File: src/rtl/dispatch_alloc_ctrl_pkg.sv
// dispatch_alloc_ctrl_pkg
// Shared types and defaults for the dual-issue dispatch allocation controller.
//   fu_sel_e      : functional-unit select code driven on fu_a / fu_b
//   alloc_state_e : controller FSM state (RUN / STALL / FLUSH)
//   ROB_DEPTH_DEF, FLUSH_CYCLES_DEF : default parameter values
package dispatch_alloc_ctrl_pkg;

    localparam int ROB_DEPTH_DEF    = 16;
    localparam int FLUSH_CYCLES_DEF = 2;

    typedef enum logic [1:0] {
        FU_ALU0 = 2'b00,
        FU_ALU1 = 2'b01,
        FU_MEM  = 2'b10
    } fu_sel_e;

    typedef enum logic [1:0] {
        ST_RUN   = 2'b00,
        ST_STALL = 2'b01,
        ST_FLUSH = 2'b10
    } alloc_state_e;

endpackage

File: src/rtl/dispatch_alloc_ctrl_fu_rr_assign.sv
// fu_rr_assign
// Combinational functional-unit mapping for one dispatch pair.
//   a_valid, b_valid : slot holds a live instruction (b_valid already qualified by A)
//   a_mem, b_mem     : slot is a memory op
//   rr               : current ALU round-robin bit
//   fu_a, fu_b       : FU select per slot (FU_ALU0 when the slot is not live)
//   rr_toggle        : odd number of ALU ops in the pair; the caller flips rr on fire
module fu_rr_assign
    import dispatch_alloc_ctrl_pkg::*;
(
    input  logic    a_valid,
    input  logic    b_valid,
    input  logic    a_mem,
    input  logic    b_mem,
    input  logic    rr,
    output fu_sel_e fu_a,
    output fu_sel_e fu_b,
    output logic    rr_toggle
);

    logic a_alu;
    logic b_alu;

    assign a_alu = a_valid & ~a_mem;
    assign b_alu = b_valid & ~b_mem;

    always_comb begin
        fu_a = FU_ALU0;
        fu_b = FU_ALU0;
        if (a_valid) begin
            fu_a = a_mem ? FU_MEM : fu_sel_e'({1'b0, rr});
        end
        if (b_valid) begin
            if (b_mem) begin
                fu_b = FU_MEM;
            end else if (a_alu) begin
                // B is the second ALU op in program order
                fu_b = fu_sel_e'({1'b0, ~rr});
            end else begin
                // A went to MEM, so B is the first ALU op
                fu_b = fu_sel_e'({1'b0, rr});
            end
        end
    end

    assign rr_toggle = a_alu ^ b_alu;

endmodule

File: src/rtl/dispatch_alloc_ctrl.sv
// dispatch_alloc_ctrl
// Capacity-checked, flush-aware dual-issue dispatch allocator. Hands out
// ROB/RS slot indices for each instruction pair, tracks occupancy against
// retirement, stalls upstream when slots are short and assigns FUs
// (round-robin ALU0/ALU1, fixed MEM).
// Optional build macro: RETIRE_BYPASS_EN -- slots retired this cycle count
// toward this cycle's capacity check (default: one cycle retire-to-reuse).
// Ports:
//   clk, reset       : clock (rising edge), asynchronous active-low reset
//   disp_valid       : slot A valid;  disp_b_valid : slot B valid (needs A)
//   disp_a_mem/b_mem : slot is a memory op
//   retire_cnt       : entries retired this cycle (0..2)
//   flush            : one-cycle pipeline flush pulse
//   alloc_fire       : pair accepted this cycle
//   disp_stall       : upstream must hold its pair
//   rob_idx_a/b      : slot indices (tail, tail+1), zero when disp_valid is low
//   fu_a/fu_b        : FU select (00 ALU0, 01 ALU1, 10 MEM)
//   free_cnt         : free slots from registered occupancy
//   rob_empty        : occupancy is zero
//   stall_cycles     : saturating count of cycles spent in STALL
//   state_dbg        : FSM state for observation
// Handshake: the pair presented with disp_valid is consumed on the rising
// edge of any cycle where alloc_fire is high; otherwise disp_stall is high
// and upstream holds the pair unchanged.
module dispatch_alloc_ctrl
    import dispatch_alloc_ctrl_pkg::*;
#(
    parameter int ROB_DEPTH    = ROB_DEPTH_DEF,
    parameter int ROB_AW       = $clog2(ROB_DEPTH),
    parameter int FLUSH_CYCLES = FLUSH_CYCLES_DEF
) (
    input  logic              clk,
    input  logic              reset,
    input  logic              disp_valid,
    input  logic              disp_b_valid,
    input  logic              disp_a_mem,
    input  logic              disp_b_mem,
    input  logic [1:0]        retire_cnt,
    input  logic              flush,
    output logic              alloc_fire,
    output logic              disp_stall,
    output logic [ROB_AW-1:0] rob_idx_a,
    output logic [ROB_AW-1:0] rob_idx_b,
    output logic [1:0]        fu_a,
    output logic [1:0]        fu_b,
    output logic [ROB_AW:0]   free_cnt,
    output logic              rob_empty,
    output logic [15:0]       stall_cycles,
    output logic [1:0]        state_dbg
);

    localparam logic [ROB_AW:0] DEPTH_C    = (ROB_AW+1)'(ROB_DEPTH);
    localparam logic [7:0]      FLUSH_LOAD = 8'(FLUSH_CYCLES - 1);

    alloc_state_e      state;
    alloc_state_e      state_next;
    logic              in_stall;
    logic              in_flush;

    logic [ROB_AW-1:0] head;
    logic [ROB_AW-1:0] tail;
    logic [ROB_AW:0]   count;
    logic              rr;
    logic [7:0]        flush_cnt;

    logic [ROB_AW-1:0] head_next;
    logic [ROB_AW-1:0] tail_next;
    logic [ROB_AW:0]   count_next;
    logic              rr_next;

    logic              live;
    logic              b_live;
    logic [1:0]        needed;
    logic [ROB_AW+1:0] avail;
    logic              cap_ok;
    logic [ROB_AW+1:0] sum_c;
    logic [ROB_AW+1:0] ret_w;

    fu_sel_e           fu_a_sel;
    fu_sel_e           fu_b_sel;
    logic              rr_toggle;

    // Combinational outputs are quiet while reset is held, whatever upstream drives.
    assign live   = disp_valid & reset;
    assign b_live = live & disp_b_valid;
    assign needed = disp_b_valid ? 2'd2 : 2'd1;

    assign free_cnt  = DEPTH_C - count;
    assign rob_empty = (count == '0);

`ifdef RETIRE_BYPASS_EN
    assign avail = {1'b0, free_cnt} + {{ROB_AW{1'b0}}, retire_cnt};
`else
    assign avail = {1'b0, free_cnt};
`endif

    assign cap_ok     = (avail >= {{ROB_AW{1'b0}}, needed});
    assign alloc_fire = live & ~in_flush & ~flush & cap_ok;
    assign disp_stall = (live & ~alloc_fire) | (reset & in_flush);

    assign rob_idx_a = live ? tail : '0;
    assign rob_idx_b = live ? tail + ROB_AW'(1) : '0;

    fu_rr_assign u_fu (
        .a_valid   (live),
        .b_valid   (b_live),
        .a_mem     (disp_a_mem),
        .b_mem     (disp_b_mem),
        .rr        (rr),
        .fu_a      (fu_a_sel),
        .fu_b      (fu_b_sel),
        .rr_toggle (rr_toggle)
    );

    assign fu_a = fu_a_sel;
    assign fu_b = fu_b_sel;

    // Pointer / occupancy update; flush wins over both allocation and retirement.
    always_comb begin
        sum_c = {1'b0, count} + (alloc_fire ? {{ROB_AW{1'b0}}, needed} : '0);
        ret_w = {{ROB_AW{1'b0}}, retire_cnt};
        // Over-retirement is illegal; clamp so occupancy never wraps negative.
        if (ret_w > sum_c) begin
            count_next = '0;
        end else begin
            count_next = (ROB_AW+1)'(sum_c - ret_w);
        end
        tail_next = tail + (alloc_fire ? ROB_AW'(needed) : '0);
        head_next = head + ROB_AW'(retire_cnt);
        rr_next   = rr ^ (alloc_fire & rr_toggle);
        if (flush) begin
            count_next = '0;
            tail_next  = '0;
            head_next  = '0;
            rr_next    = 1'b0;
        end
    end

    always_ff @(posedge clk or negedge reset) begin
        if (!reset) begin
            head  <= '0;
            tail  <= '0;
            count <= '0;
            rr    <= 1'b0;
        end else begin
            head  <= head_next;
            tail  <= tail_next;
            count <= count_next;
            rr    <= rr_next;
        end
    end

    // FSM: state register
    always_ff @(posedge clk or negedge reset) begin
        if (!reset) begin
            state <= ST_RUN;
        end else begin
            state <= state_next;
        end
    end

    // FSM: next state
    always_comb begin
        state_next = state;
        case (state)
            ST_RUN:   if (live && !cap_ok) state_next = ST_STALL;
            ST_STALL: if (alloc_fire) state_next = ST_RUN;
            ST_FLUSH: if (flush_cnt == 8'd0) state_next = ST_RUN;
            default:  state_next = ST_RUN;
        endcase
        if (flush) begin
            state_next = ST_FLUSH;
        end
    end

    // FSM: outputs
    always_comb begin
        in_stall  = (state == ST_STALL);
        in_flush  = (state == ST_FLUSH);
        state_dbg = state;
    end

    // Flush hold timer and stall statistics
    always_ff @(posedge clk or negedge reset) begin
        if (!reset) begin
            flush_cnt    <= 8'd0;
            stall_cycles <= 16'd0;
        end else begin
            if (flush) begin
                flush_cnt <= FLUSH_LOAD;
            end else if (in_flush && flush_cnt != 8'd0) begin
                flush_cnt <= flush_cnt - 8'd1;
            end
            if (in_stall && stall_cycles != 16'hFFFF) begin
                stall_cycles <= stall_cycles + 16'd1;
            end
        end
    end

`ifndef SYNTHESIS
    retire_legal: assert property (@(posedge clk) disable iff (!reset)
        flush || ({{(ROB_AW-1){1'b0}}, retire_cnt} <= count));

    ptr_consistent: assert property (@(posedge clk) disable iff (!reset)
        (tail - head) == count[ROB_AW-1:0]);
`endif

endmodule

File: config.mk
export PLATFORM = sky130hd
export DESIGN_NAME = dispatch_alloc_ctrl
export DESIGN_NICKNAME = d
export VERILOG_FILES = /design/src/rtl/dispatch_alloc_ctrl_pkg.sv /design/src/rtl/dispatch_alloc_ctrl_fu_rr_assign.sv /design/src/rtl/dispatch_alloc_ctrl.sv
export SDC_FILE = /design/constraint.sdc
export NUM_CORES = 1
export LEC_CHECK = 0
export CELL_PAD_IN_SITES_DETAIL_PLACEMENT = 1
export CELL_PAD_IN_SITES_GLOBAL_PLACEMENT = 1
export CORE_MARGIN = 1
export CORE_UTILIZATION = 42
export DETAILED_ROUTE_END_ITERATION = 10
export PLACE_DENSITY = 0.93
export SLEW_MARGIN = 20
export SYNTH_ARGS = -nofsm -noshare
export SYNTH_HDL_FRONTEND = slang
export SYNTH_SLANG_ARGS = --single-unit
File: constraint.sdc
create_clock -name clk -period 9.4 [get_ports clk]
set_input_delay 1.88 -clock clk [delete_from_list [all_inputs] [get_ports clk]]
set_output_delay 1.88 -clock clk [all_outputs]
set_load 0.03 [all_outputs]
==> flow_metrics.tcl, run 1 <==
set metrics [dict create \
    status "complete, no violations" \
    relSlewSlack_pct 39.3 \
    drc 0 \
    hold_viol 0 \
    syn-cell-area_um2 2330 \
    fp.coreArea_um2 5240 \
    worst-path-max-fanout 6 \
    nNetsFinal 313 \
    place_congestion 0.794 \
    p_clk_share_pct 17.5 \
    syn_nets 265 \
    endpoint_kind "primary output" \
    ir_worst_vdd_mv 0.148 \
    clk_latency_ns 0.29 \
    first_iter_violations 71 \
    placed_cell_area_um2 2850 \
    ys_ff_latch 36 \
    antenna_left 0 \
    post_drt_wl_per_cell_um 17.8 \
    async_reset_ff_share_pct 100 \
    startpoint "disp_b_valid" \
    cts_resized 0 \
    cts_buffers 5 \
    period_minus_slack_ns 6.29 \
    wl_um 6360 \
    netSwitchingFraction_pct 44.6 \
    placed_cells 350 \
    fp.dieArea_um2 5850 \
    io_buffer_count 46 \
    synth_flop_cell "dfrtp_1" \
    antenna_found_initial 0 \
    crit_path_start_kind "primary input" \
    synth_common_cells "dfrtp_1 (36), nor2_1 (24), xnor2_1 (19), ha_1 (16), inv_1 (16)" \
    rows 26 \
    netlist_top_cells_area "dfrtp_1 (39%), ha_1 (8.6%), xnor2_1 (7.1%)" \
    dr.pass1.iters 4 \
    r2r_start "count[1]" \
    pwr-share-seq_pct 28.6 \
    synthCells 239 \
    clk_pin_slew_ns 0.07 \
    initial_utilization_pct 44.5 \
    cts_tree "built" \
    final_cells 358 \
    ctsHoldBuffers 0 \
    hp-class "register to register" \
    finalCritPeriodShare_pct 66.9 \
    fp.dieW_um 76.5 \
    synth_most_common_cell "dfrtp_1" \
    vias_per_cell 5.38 \
    synth-warning-count 0 \
    power_mw 0.777 \
    max_freq_ghz 0.159 \
    drive_gt1_share_pct 7.64 \
    slew_violations 0 \
    maxCapViolations 0 \
    wl_met3_um 141 \
    grt_pass1_wl_um 10800 \
    wl_met1_um 2790 \
    ys_seq_area_share_pct 38.6 \
    yosys.area.top_type "dfrtp_1" \
    hold_start "stall_cycles[13]" \
    grt_pass1_vias 2125 \
    p_switching_mw 0.347 \
    post_cts.repair.setup_buffers 0 \
    fillCellCount 597 \
    synth_top_area_share_pct 38.6 \
    hpwl_um 4520 \
    synth_edf_count 0 \
    finalClockSkew_ns 0.0101 \
    clock_path_buffers 2 \
    powerDensity_nw_per_um2 263 \
    grt_usage_pct 23.7 \
    setup_viol 0 \
    combPwrFrac_pct 53.9 \
    power_leakage_nw 1.33 \
    tns_ns 0 \
    clkSinkCount 36 \
    n_antenna_cell 0 \
    synth_cell_types 51 \
    dr_wl_met2_um 3340 \
    grt-ovfl-total 0 \
    p_int_mw 0.430 \
    grt_setup_unrepaired "false" \
    ios 47 \
    required_ns 7.52 \
    dr.max_layer_used "met4" \
    cts-root-buf "clkbuf_8" \
    critPathKind "primary input to primary output" \
    syn_to_final_growth_pct 26.9 \
    avgSynthCellArea_um2 9.75 \
    design_area_um2 2960 \
    arrival_ns 4.41 \
    vias 1925 \
    grt_start_max_net_pins 46 \
    cts_max_level 2 \
    tightest_slew_ns 0.911 \
    dieHeight_um 76.5 \
]
==> cells in the final DEF (no fill, tap or decap), types with 3 or more instances in the layout <==
cell type        instances
xnor2_1                 19
nand3_1                 12
nor2b_1                  4
nor3_1                   5
o21ai_1                  3
o21a_1                   3
dfrtp_1                 36
nor2_1                  24
nand2b_1                 3
clkbuf_8                 5
nand4_1                  4
clkdlybuf4s50_1         45
nand2_1                 13
ha_1                    16
inv_1                   16
xor2_1                  15
a21oi_1                  8
and3_1                  13
nor4_1                   3
==> routing by layer <==
metal	track usage (%)	up-vias
met5	0	-
met4	8.27	0
met3	3.95	8
met2	41.5	38
met1	29.2	961
li1	-	918
==> path summary, 6_finish.rpt <==
check,endpoint,slack [ns],depth (start not counted)
setup / recovery,disp_stall,3.11,8
hold / removal,stall_cycles[13],0.50,1
setup reg to reg,count[3],5.13,16
hold reg to reg,stall_cycles[13],0.50,1
max in group asynchronous,flush_cnt[2],7.12,1
min in group asynchronous,tail[2],1.72,1
==> metrics by stage <==
stage | hold WS [ns] | util [%] | setup slack (ns)
finish | 0.498 | 56.5 | 3.11
global route | 0.523 | 56.5 | 2.95
CTS | 0.509 | 56.5 | 3.10
detailed placement | 0.496 | 54.4 | 3.11
global placement | 0.481 | 54.4 | 3.19
floorplan | 0.506 | - | 3.94
==> kinds of logic after synthesis <==
| kind of cell | after synthesis | synth area share [%] |
|---|---|---|
| AO/OA/AOI/OAI | 28 | 9.50 |
| XOR/XNOR | 36 | 14.2 |
| adder cells (fa/ha/maj) | 18 | 9.88 |
| buffers and inverters | 21 | 3.60 |
| flip-flops | 36 | 38.6 |
| multiplexers | 2 | 0.859 |
| AND/OR/NAND/NOR | 98 | 23.3 |
==> power by group through the flow <==
stage	clock [mW]	sequential, mW	combinational [mW]
floorplan	0	0.207	0.299
global placement	0	0.219	0.387
detailed placement	0	0.222	0.410
CTS	0.137	0.221	0.421
global route	0.144	0.226	0.452
finish	0.136	0.222	0.419
==> registers in the layout, summed over array words and instances, names as in the netlist <==
name          cells
count             5
flush_cnt         8
rr                1
stall_cycles     16
state_dbg         2
tail              4
==> critical path, stage by stage <==
cell and delay, ns:
clkdlybuf4s50_1 0.52, inv_1 0.13, ha_1 0.31, nand2b_1 0.20, a211oi_4 0.36, a21oi_1 0.18, nor2_1 0.14, clkdlybuf4s50_1 0.68
==> final cells by class <==
cell class | count | area [um2] | share of cell area, %
Multi-Input combinational cell | 182 | 1350 | 45.5
Sequential cell | 36 | 901 | 30.5
Timing Repair Buffer | 46 | 455 | 15.4
Tap cell | 70 | 87.6 | 2.96
Clock buffer | 6 | 72.6 | 2.45
Inverter | 16 | 60.1 | 2.03
Clock inverter | 2 | 35.0 | 1.18
Note: power is estimated with default switching activity, not from simulation.
==> inputs of run 2 (changes only) <==
Settings changed: CORE_UTILIZATION 42 to 39, PLACE_DENSITY 0.93 to 0.88.
Clock period 9.4 ns to 6.13 ns, I/O delays scaled along.
==> run 2 against run 1 <==
  * Total power rose by 49%
  * Non-clock buffer count up 1
  * Final cell count grew 0.84%
  * First-iteration DRC count rose by 8.5%
  * Utilization is 3.9 points lower
  * Clock skew shrank 0.0054 ns
  * Critical path depth stayed put
  * Via count is 1.4% lower
  * Flip-flop and latch count stayed put
  * Critical path type unchanged
==> flow_metrics.tcl, run 2 (synthesis results as in run 1) <==
set metrics [dict create \
    status "complete, no violations" \
    power_mw 1.16 \
    antenna_left 0 \
    multi_input_area_um2 1350 \
    crit_family "buffers and inverters" \
    crit_top_cell "clkdlybuf4s50_1" \
    seqCellArea_um2 901 \
    placed_cells 353 \
    worstPathCellList "clkdlybuf4s50_1 -> inv_1 -> ha_1 -> nand2b_1 -> a211oi_4 -> a21oi_1 -> nor2_1 -> clkdlybuf4s50_1" \
    grt-ovfl-total 0 \
    setup_viol 0 \
    reg2reg_depth 16 \
    worst-path-max-fanout 6 \
    dr.pass1.iters 4 \
    ios 47 \
    hp-class "register to register" \
    cpMaxStageDelayCell "clkdlybuf4s50_1" \
    finalClockSkew_ns 0.00464 \
    max_freq_ghz 0.199 \
    ctsHoldBuffers 0 \
    arrival_ns 3.79 \
    syn_to_final_growth_pct 27.3 \
    drive_gt1_share_pct 7.96 \
    final_cells 361 \
    fp.dieArea_um2 6290 \
    drc 0 \
    critPathKind "primary input to primary output" \
    largestRegisters "stall_cycles: 16 flops, flush_cnt: 8 flops, count: 5 flops" \
    fp.coreArea_um2 5640 \
    hpwl_um 4350 \
    initial_utilization_pct 41.3 \
    path_buf_inv 3 \
    grt_usage_pct 19.6 \
    cts_resized 0 \
    endpoint_kind "primary output" \
    post_drt_wl_per_cell_um 15.5 \
    mostFrequentLayoutCells "clkdlybuf4s50_1 (45), dfrtp_1 (36), nor2_1 (24)" \
    dieHeight_um 79.3 \
    worstSetupPathDepth 8 \
    largest_reg_flops 16 \
    wl_met1_um 2450 \
    dpl_worst_slack_ns 1.03 \
    critical-path-max-stage-delay_ns 0.68 \
    n_antenna_cell 0 \
    clk_pin_slew_ns 0.07 \
    design_area_um2 2970 \
    fillCellCount 649 \
    cts-root-buf "clkbuf_8" \
    post_cts.repair.setup_buffers 0 \
    tns_ns 0 \
    dr_wl_met2_um 2940 \
    relSlewSlack_pct 53.3 \
    grt_start_max_net_pins 45 \
    cts_max_level 2 \
    nNetsFinal 314 \
    vias_per_cell 5.26 \
    first_iter_violations 77 \
    clk_latency_ns 0.29 \
    wl_um 5600 \
    crit_path_start_kind "primary input" \
    required_ns 4.90 \
    maxCapViolations 0 \
    placed_cell_area_um2 2860 \
    period_minus_slack_ns 5.02 \
    tightest_slew_ns 0.698 \
    antenna_found_initial 0 \
    wl_met3_um 170 \
    grt_pass1_vias 2000 \
    setup_ws_ns 1.11 \
    place_congestion 0.818 \
    clkSinkCount 36 \
    power_leakage_nw 1.34 \
    grt_pass1_wl_um 9580 \
    ir_worst_vdd_mv 0.225 \
    io_buffer_count 46 \
    powerDensity_nw_per_um2 390 \
    clock_path_buffers 2 \
    vias 1899 \
    cts_buffers 5 \
    slew_violations 0 \
    cts_tree "built" \
    fp.dieW_um 79.3 \
    largest_register "stall_cycles" \
    grt_setup_unrepaired "false" \
    dr.max_layer_used "met4" \
    final_common_cell "clkdlybuf4s50_1" \
    rows 27 \
    hold_depth 1 \
    finalCritPeriodShare_pct 81.8 \
    hold_viol 0 \
]
[run 2: cell count changes in the layout (fill, tap and decap cells not counted)]
| cell | change |
|---|---|
| buf_4 | +1 |
[run 2: per-stage QoR]
stage	utilization, %	hold WS [ns]
global route	52.6	0.523
CTS	52.6	0.502
floorplan	-	0.506
finish	52.6	0.504
global placement	50.7	0.478
detailed placement	50.7	0.484
[run 2: power by group]
part | switching (mW) | internal (mW)
clock | 0.0844 | 0.121
combinational | 0.359 | 0.262
sequential | 0.0583 | 0.275
total | 0.501 | 0.657
[run 2: path summary, 6_finish.rpt]
| kind | startpoint | end | slack, ns |
|---|---|---|---|
| worst max register to register | count[1] | count[3] | 1.97 |
| worst min register to register | stall_cycles[15] | stall_cycles[15] | 0.50 |
| max in group asynchronous | reset | flush_cnt[0] | 4.75 |
| worst min-delay path | stall_cycles[15] | stall_cycles[15] | 0.50 |
| min in group asynchronous | reset | stall_cycles[15] | 1.03 |
| worst max-delay path | disp_b_valid | disp_stall | 1.11 |
[run 2: layout make-up]
class / count / area share, %
Tap cell: 72 / 3.04
Sequential cell: 36 / 30.4
Inverter: 16 / 2.02
Clock inverter: 2 / 1.18
Clock buffer: 6 / 2.45
Timing Repair Buffer: 47 / 15.6
Multi-Input combinational cell: 182 / 45.4
[run 2: metal layers]
layer  global-route usage (%)  vias up
li1                         -      921
met4                     5.09        0
met5                        0        -
met3                     3.10        5
met1                     24.2      937
met2                     35.3       36
==> inputs of run 3 (changes only) <==
Settings changed: CORE_UTILIZATION 39 to 36, PLACE_DENSITY 0.88 to 0.86.
Clock period 6.13 ns to 4.05 ns, I/O delays scaled along.
==> run 3 against run 2 <==
  * Clock power is 54% higher
  * Combinational power increased by 71%
  * Clock-buffer cell count shrank 1
  * Die area grew 8.1%
  * Critical path depth up 7
  * Sequential share of layout area shrank 1.3 points
  * Highest routed layer unchanged
==> flow_metrics.tcl, run 3 (synthesis results as in run 1) <==
set metrics [dict create \
    status "complete, no violations" \
    dieHeight_um 82.5 \
    design_area_um2 3110 \
    place_congestion 0.827 \
    rows 28 \
    fillCellCount 708 \
    fp.coreArea_um2 6100 \
    power_mw 1.86 \
    antenna_left 0 \
    finalClockSkew_ns 0.00964 \
    reg2reg_depth 16 \
    fp.dieW_um 82.5 \
    required_ns 4.27 \
    r2r_start "count[0]" \
    placed_cells 367 \
    cts_tree "built" \
    hold_viol 0 \
    p_int_mw 1.04 \
    pwr-share-seq_pct 26.4 \
    p_switching_mw 0.821 \
    crit_path_start_kind "primary input" \
    cts_buffers 5 \
    worst-r2r-setup-slack_ns 0.32 \
    max_freq_ghz 0.258 \
    wl_um 6260 \
    endpoint_kind "register" \
    clk_latency_ns 0.29 \
    dr.pass1.iters 4 \
    p_clk_share_pct 17.0 \
    relSlewSlack_pct 59.1 \
    final_common_cell "clkdlybuf4s50_1" \
    multi_input_area_um2 1390 \
    ctsHoldBuffers 0 \
    first_iter_violations 46 \
    arrival_ns 4.10 \
    ir_worst_vdd_mv 0.305 \
    placed_cell_area_um2 2940 \
    powerDensity_nw_per_um2 600 \
    fp.dieArea_um2 6800 \
    maxCapViolations 0 \
    ios 47 \
    netSwitchingFraction_pct 44.1 \
    combPwrFrac_pct 56.7 \
    power_leakage_nw 1.41 \
    cts_max_level 2 \
    critPathKind "primary input to register" \
    reg2reg_to "count[3]" \
    clkSinkCount 36 \
    nNetsFinal 326 \
    startpoint "disp_b_valid" \
    drive_gt1_share_pct 15.0 \
    cpMaxStageDelayCell "clkdlybuf4s50_1" \
    seqCellArea_um2 901 \
    grt_pass1_wl_um 9770 \
    finalCritPeriodShare_pct 95.7 \
    n_antenna_cell 0 \
    io_buffer_count 46 \
    largest_reg_flops 16 \
    syn_to_final_growth_pct 33.2 \
    largestRegisters "stall_cycles: 16 flops, flush_cnt: 8 flops, count: 5 flops" \
    vias 1972 \
    grt-ovfl-total 0 \
    grt_pass1_vias 2023 \
    slew_violations 0 \
    crit_top_cell "ha_1" \
    antenna_found_initial 0 \
    mostFrequentLayoutCells "clkdlybuf4s50_1 (44), dfrtp_1 (36), nor2_1 (24)" \
    grt_start_max_net_pins 44 \
    clk_pin_slew_ns 0.08 \
    worstPathCellList "clkdlybuf4s50_1 -> inv_2 -> ha_1 -> nand2b_4 -> a211oi_4 -> a21oi_2 -> and2_1 -> ha_1 -> ha_1 -> ha_4 -> a21oi_2 -> o21ai_2 -> a21boi_1 -> o31a_1 -> nor3_2" \
    cts-root-buf "clkbuf_8" \
    grt_setup_unrepaired "false" \
    initial_utilization_pct 38.2 \
    post_drt_wl_per_cell_um 16.6 \
    endpoint "count[3]" \
    clock_path_buffers 2 \
    tightest_slew_ns 0.610 \
    vias_per_cell 5.24 \
    hp-class "register to register" \
    critical-path-max-stage-delay_ns 0.49 \
    hpwl_um 4400 \
    largest_register "stall_cycles" \
    worst-path-max-fanout 4 \
    drc 0 \
    period_minus_slack_ns 3.88 \
    setup_viol 0 \
    grt_usage_pct 19.4 \
    final_cells 376 \
]
run 3: cell types whose count changed in the layout (fill, tap and decap cells not counted), sizes merged:
cell,before,now
buf,2,15
clkbuf,6,5
clkdlybuf4s50,45,44
clkinvlp,0,1
run 3: power groups by stage:
stage / clock [mW] / sequential (mW) / combinational, mW
CTS: 0.327 / 0.487 / 1.01
global placement: 0 / 0.485 / 0.946
finish: 0.316 / 0.491 / 1.06
global route: 0.343 / 0.499 / 1.13
detailed placement: 0 / 0.493 / 0.977
floorplan: 0 / 0.481 / 0.695
run 3: how the worst min path moves through the flow:
stage                     slack (ns)  cells after the start        startpoint                to
after floorplan                 0.51                      0             reset          count[0]
after global placement          0.48                      1  stall_cycles[13]  stall_cycles[13]
after detailed placement        0.49                      1  stall_cycles[13]  stall_cycles[13]
after CTS                       0.50                      1  stall_cycles[13]  stall_cycles[13]
after global routing            0.52                      1  stall_cycles[13]  stall_cycles[13]
final                           0.49                      1  stall_cycles[13]  stall_cycles[13]
run 3: per-layer routing:
metal / wire [um] / up-vias / track usage [%]
li1: - / 950 / -
met1: 2750 / 966 / 23.3
met2: 3150 / 44 / 33.3
met3: 201 / 12 / 4.51
met4: 155 / 0 / 8.07
met5: 0 / - / 0
run 3: critical path, delay by kind of cell:
kind / cells / cell delay [ns]
and+or+nand+nor: 3 / 0.53
AOI/OAI and AO/OA: 6 / 1.10
buffers and inverters: 2 / 0.56
adders and majority gates: 4 / 1.08
run 3: repair_timing:
action	4_1_cts	5_1_grt
pin swaps	1	2
resized for setup	0	8
endpoints found under the setup margin	1	2
setup buffers	1	0
cloned	0	0
run 3: cell type report:
cell class	instances	area share [%]
flip-flops and latches	36	29.0
clock inverters	3	1.37
clock buffers	5	2.22
inverters	16	1.93
well taps	75	3.02
multi-input cells	182	44.7
repair buffers	59	17.7
run 3: through the flow:
stage          util [%]  TNS, ns  hold WS [ns]  setup WS, ns
2_1_floorplan         -        0         0.506        0.0397
3_3_place_gp       48.3   -0.259         0.482        -0.155
3_5_place_dp       48.3    -1.33         0.486        -0.397
4_1_cts            50.2        0         0.496        0.0776
5_1_grt            50.9        0         0.525        0.0558
6_report           50.9        0         0.487         0.173
==> edit 1: new RTL, config.mk and constraints of run 2 <==
The package constant `ROB_DEPTH_DEF` goes from 16 to 8.
--- a/src/rtl/dispatch_alloc_ctrl_pkg.sv
+++ b/src/rtl/dispatch_alloc_ctrl_pkg.sv
@@ -6,5 +6,5 @@
 package dispatch_alloc_ctrl_pkg;
 
-    localparam int ROB_DEPTH_DEF    = 16;
+    localparam int ROB_DEPTH_DEF    = 8;
     localparam int FLUSH_CYCLES_DEF = 2;
 
Interface: changed (resized free_cnt, rob_idx_a and rob_idx_b); port bits go from 47 to 44. No check against the original RTL was run, so the function may have changed too.
==> edit 1 against run 2 <==
Power is 15% lower. Final area is 10% lower. First-iteration DRC count is 7.8% lower. Sequential cell count is 2 lower. Routed wire length is 13% lower. Worst setup slack worse by 0.20 ns. Area after synthesis is 10% lower. Critical path type is now primary input to flip-flop.
==> edit 1: results <==
export IMPL_buffers=45
export IMPL_nonClockInverterCount=21
export IMPL_fillCellCount=612
export IMPL_worstReg2RegEnd="count[2]$_DFF_PN0_"
export IMPL_cpLargestDelayFamily="compound AO/OA/AOI/OAI gates"
export IMPL_worstMarginPinSlew_ns=0.6945
export IMPL_worstPathArrival_ns=5.37
export IMPL_fin_worst_hold_slack_ns=0.4903
export IMPL_instances_no_fill=334
export IMPL_synth_ff_latch_count=34
export IMPL_hold_path_startpoint="stall_cycles[11]$_DFFE_PN0P_"
export IMPL_drive_above_1_share=0.06439
export IMPL_skew_ns=0.003967
export IMPL_r2r_cells=15
export IMPL_synth_area_top_cells="dfrtp_1 (41%), ha_1 (9.0%), xnor2_1 (6.7%)"
export IMPL_hpwl_mm=3.706
export IMPL_sh_seq_area=0.3189
export IMPL_grt_max_degree=43
export IMPL_top_regs="stall_cycles (16), flush_cnt (8), count (4)"
export IMPL_grt_usage=0.1916
export IMPL_multiInputGateArea_mm2=0.001134
export IMPL_synth_xor_area_share=0.1416
export IMPL_grtUsageMet2=0.3244
export IMPL_clk_pin_slew_worst_paths_ns=0.06
export IMPL_worstPathMaxFanout=4
export IMPL_syn_nets=242
export IMPL_portBuffers=43
export IMPL_postSynthCellCount=217
export IMPL_synthMuxAreaShare=0.005376
export IMPL_comb_multi_input_count=157
export IMPL_holdPathEnd="stall_cycles[11]$_DFFE_PN0P_"
export IMPL_reg2reg_slack_ns=1.80
export IMPL_reg2reg_from="count[0]$_DFF_PN0_"
export IMPL_grtUsageMet3=0.02811
export IMPL_synth_commonest_cells="dfrtp_1 (34), nor2_1 (25), inv_1 (21), xnor2_1 (16), xor2_1 (16)"
export IMPL_clkCellAreaFrac=0.02861
export IMPL_ys_seq_area_frac=0.4062
export IMPL_place_congestion=0.7840
export IMPL_outcome="complete, no violations"
export IMPL_clock_buffer_count=7
export IMPL_grt_pass1_vias=1710
export IMPL_wl_mm=4.855
==> edit 1: cells by family (layout without fill, tap and decap cells) <==
kind of cell	after synthesis	in the layout
muxes	1	1
AOI/OAI and AO/OA	21	21
adders and majority gates	16	16
DFF	34	34
buffers and inverters	26	73
xor gates and xnor gates	33	33
and+or+nand+nor	86	86
==> edit 1: where the power goes <==
part	internal (mW)	switching [mW]	leakage [nW]	total, mW
clock	0.0781	0.0754	0.0383	0.153
sequential	0.261	0.0465	0.461	0.307
combinational	0.219	0.303	0.724	0.522
==> edit 1: layer usage <==
metal | share of wire | wire length, µm | vias up
met3 | 0.022 | 108 | 8
met1 | 0.45 | 2201 | 808
li1 | - | - | 829
met2 | 0.51 | 2467 | 29
met4 | 0.016 | 77 | 0
met5 | 0 | 0 | -
==> edit 1: metrics by stage <==
stage               area [µm²]  worst slack (ns)
floorplan                 2095             1.494
global placement          2591            0.9309
detailed placement        2591            0.5960
CTS                       2668            0.9111
global route              2668            0.6310
finish                    2668            0.9118
==> edit 2: new RTL, config.mk and constraints of run 2 <==
Without the edit above. Make the reset (`reset`) synchronous in 3 clocked blocks. Comments in the files are not updated.
--- a/src/rtl/dispatch_alloc_ctrl.sv
+++ b/src/rtl/dispatch_alloc_ctrl.sv
@@ -137,5 +137,5 @@
     end
 
-    always_ff @(posedge clk or negedge reset) begin
+    always_ff @(posedge clk) begin
         if (!reset) begin
             head  <= '0;
@@ -152,5 +152,5 @@
 
     // FSM: state register
-    always_ff @(posedge clk or negedge reset) begin
+    always_ff @(posedge clk) begin
         if (!reset) begin
             state <= ST_RUN;
@@ -182,5 +182,5 @@
 
     // Flush hold timer and stall statistics
-    always_ff @(posedge clk or negedge reset) begin
+    always_ff @(posedge clk) begin
         if (!reset) begin
             flush_cnt    <= 8'd0;
Check against the original RTL: differs if reset is asserted again (counterexample within 4 cycles, from zero or initial values and one cycle with reset low); with reset held inactive, the same outputs for 10 cycles.
==> edit 2 against run 2 <==
Sequential share of layout area down 5.8 points. Area after synthesis rose by 0.64%. Worst setup slack lost 0.30 ns. Count of clock-buffer cells in the layout is 1 higher. Critical path depth rose by 1. Final area down 0.97%. Critical path type unchanged. Routed wire length increased by 5.8%. Sequential cell count is the same.
Power is not compared: it rests on default switching activity, and its combinational part moved more than twofold at a synthesized area within 25%.
==> edit 2: results <==
export IMPL_skew_ns=0.005639
export IMPL_antenna_found_initial=0
export IMPL_ys_seq_area_frac=0.3072
export IMPL_synth_cell_types=53
export IMPL_r2r_cells=17
export IMPL_worstMarginPinSlew_ns=0.6846
export IMPL_cts_resized_gates=0
export IMPL_grtUsageMet3=0.03086
export IMPL_setup_ws_ns=0.8099
export IMPL_synth_compound_area_frac=0.1131
export IMPL_postSynthCellCount=275
export IMPL_worstHoldPathType="flip-flop to flip-flop"
export IMPL_synthAdderAreaFrac=0.09813
export IMPL_holdPathEnd="state_dbg[0]$_SDFFE_PP0P_"
export IMPL_synth_top_family_by_area="simple AND/OR/NAND/NOR gates"
export IMPL_antennaDiodeCount=0
export IMPL_outcome="complete, no violations"
export IMPL_worst_path_largest_cell_delay_ns=0.72
export IMPL_synth_xor_area_share=0.1344
export IMPL_reg2reg_slack_ns=1.71
export IMPL_placed_cell_area_mm2=0.002843
export IMPL_worstReg2RegEnd="count[3]$_SDFF_PP0_"
export IMPL_hold_path_startpoint="state_dbg[1]$_SDFFE_PN0P_"
export IMPL_p_leak_nw=1.140
export IMPL_use_met1=0.2658
export IMPL_first_pass_iters=4
export IMPL_place_congestion=0.8124
export IMPL_hpwl_mm=4.382
export IMPL_syn_nets=301
export IMPL_dp_slack_ns=0.8363
export IMPL_grt_first_pass_wirelength_mm=10.27
export IMPL_grtUsageMet2=0.3556
export IMPL_fin_worst_hold_slack_ns=0.5003
export IMPL_clk_pin_slew_worst_paths_ns=0.08
export IMPL_grt_usage=0.2040
export IMPL_initialDrtViolationCount=116
export IMPL_wl_mm=5.927
export IMPL_worstPathArrival_ns=4.09
export IMPL_synth_commonest_cells="nor2_1 (44), dfxtp_1 (36), inv_1 (18), ha_1 (16), xor2_1 (16)"
export IMPL_drive_above_1_share=0.06918
export IMPL_vias=2068
export IMPL_reg2reg_from="count[1]$_SDFF_PP0_"
export IMPL_nets=344
export IMPL_top_regs="stall_cycles (16), flush_cnt (8), count (5)"
export IMPL_dp_cells=383
export IMPL_synth_async_reset_ratio=0
export IMPL_cts_root_buf="clkbuf_8"
export IMPL_portBuffers=46
export IMPL_worstPathMaxFanout=5
export IMPL_synthMuxAreaShare=0.01707
export IMPL_slowest_stage="clkdlybuf4s50_1"
export IMPL_wl_per_cell_um=15.20
export IMPL_grt_pass1_vias=2152
export IMPL_grt_max_degree=20
export IMPL_maxCapViolations=0
export IMPL_synth_area_top_cells="dfxtp_1 (31%), ha_1 (8.5%), nor2_1 (7.0%)"
edit 2: worst max-delay path by stage:
stage | depth (start not counted) | from | end
CTS | 9 | disp_b_valid | disp_stall
global placement | 9 | disp_b_valid | disp_stall
floorplan | 7 | disp_b_valid | disp_stall
finish | 9 | disp_b_valid | disp_stall
detailed placement | 9 | disp_b_valid | disp_stall
global route | 9 | disp_b_valid | disp_stall
edit 2: cell type report:
class	count	area, µm²
Timing Repair Buffer	46	460.4
Fill cell	672	2703
Clock buffer	7	96.34
Tap cell	72	90.09
Inverter	19	71.32
Multi-Input combinational cell	210	1500
Sequential cell	36	720.7
edit 2: kinds of logic (layout without fill, tap and decap cells):
| kind of cell | after synthesis | count (layout) |
|---|---|---|
| and+or+nand+nor | 127 | 127 |
| DFF | 36 | 36 |
| xor gates and xnor gates | 33 | 33 |
| buffers and inverters | 29 | 72 |
| AOI/OAI and AO/OA | 28 | 28 |
| adders and majority gates | 18 | 18 |
| muxes | 4 | 4 |
edit 2: per-layer routing:
| layer | up-vias | share of wire |
|---|---|---|
| met4 | 0 | 0.0071 |
| met2 | 35 | 0.49 |
| met5 | - | 0 |
| met3 | 4 | 0.027 |
| met1 | 1005 | 0.47 |
| li1 | 1024 | - |
edit 2: power by group:
group          total [mW]  internal (mW)  leakage (nW)  switching (mW)
clock network       0.187          0.100        0.0503          0.0864
logic               0.220         0.0940         0.798           0.126
registers           0.254          0.241         0.291          0.0132
total               0.662          0.436          1.14           0.226
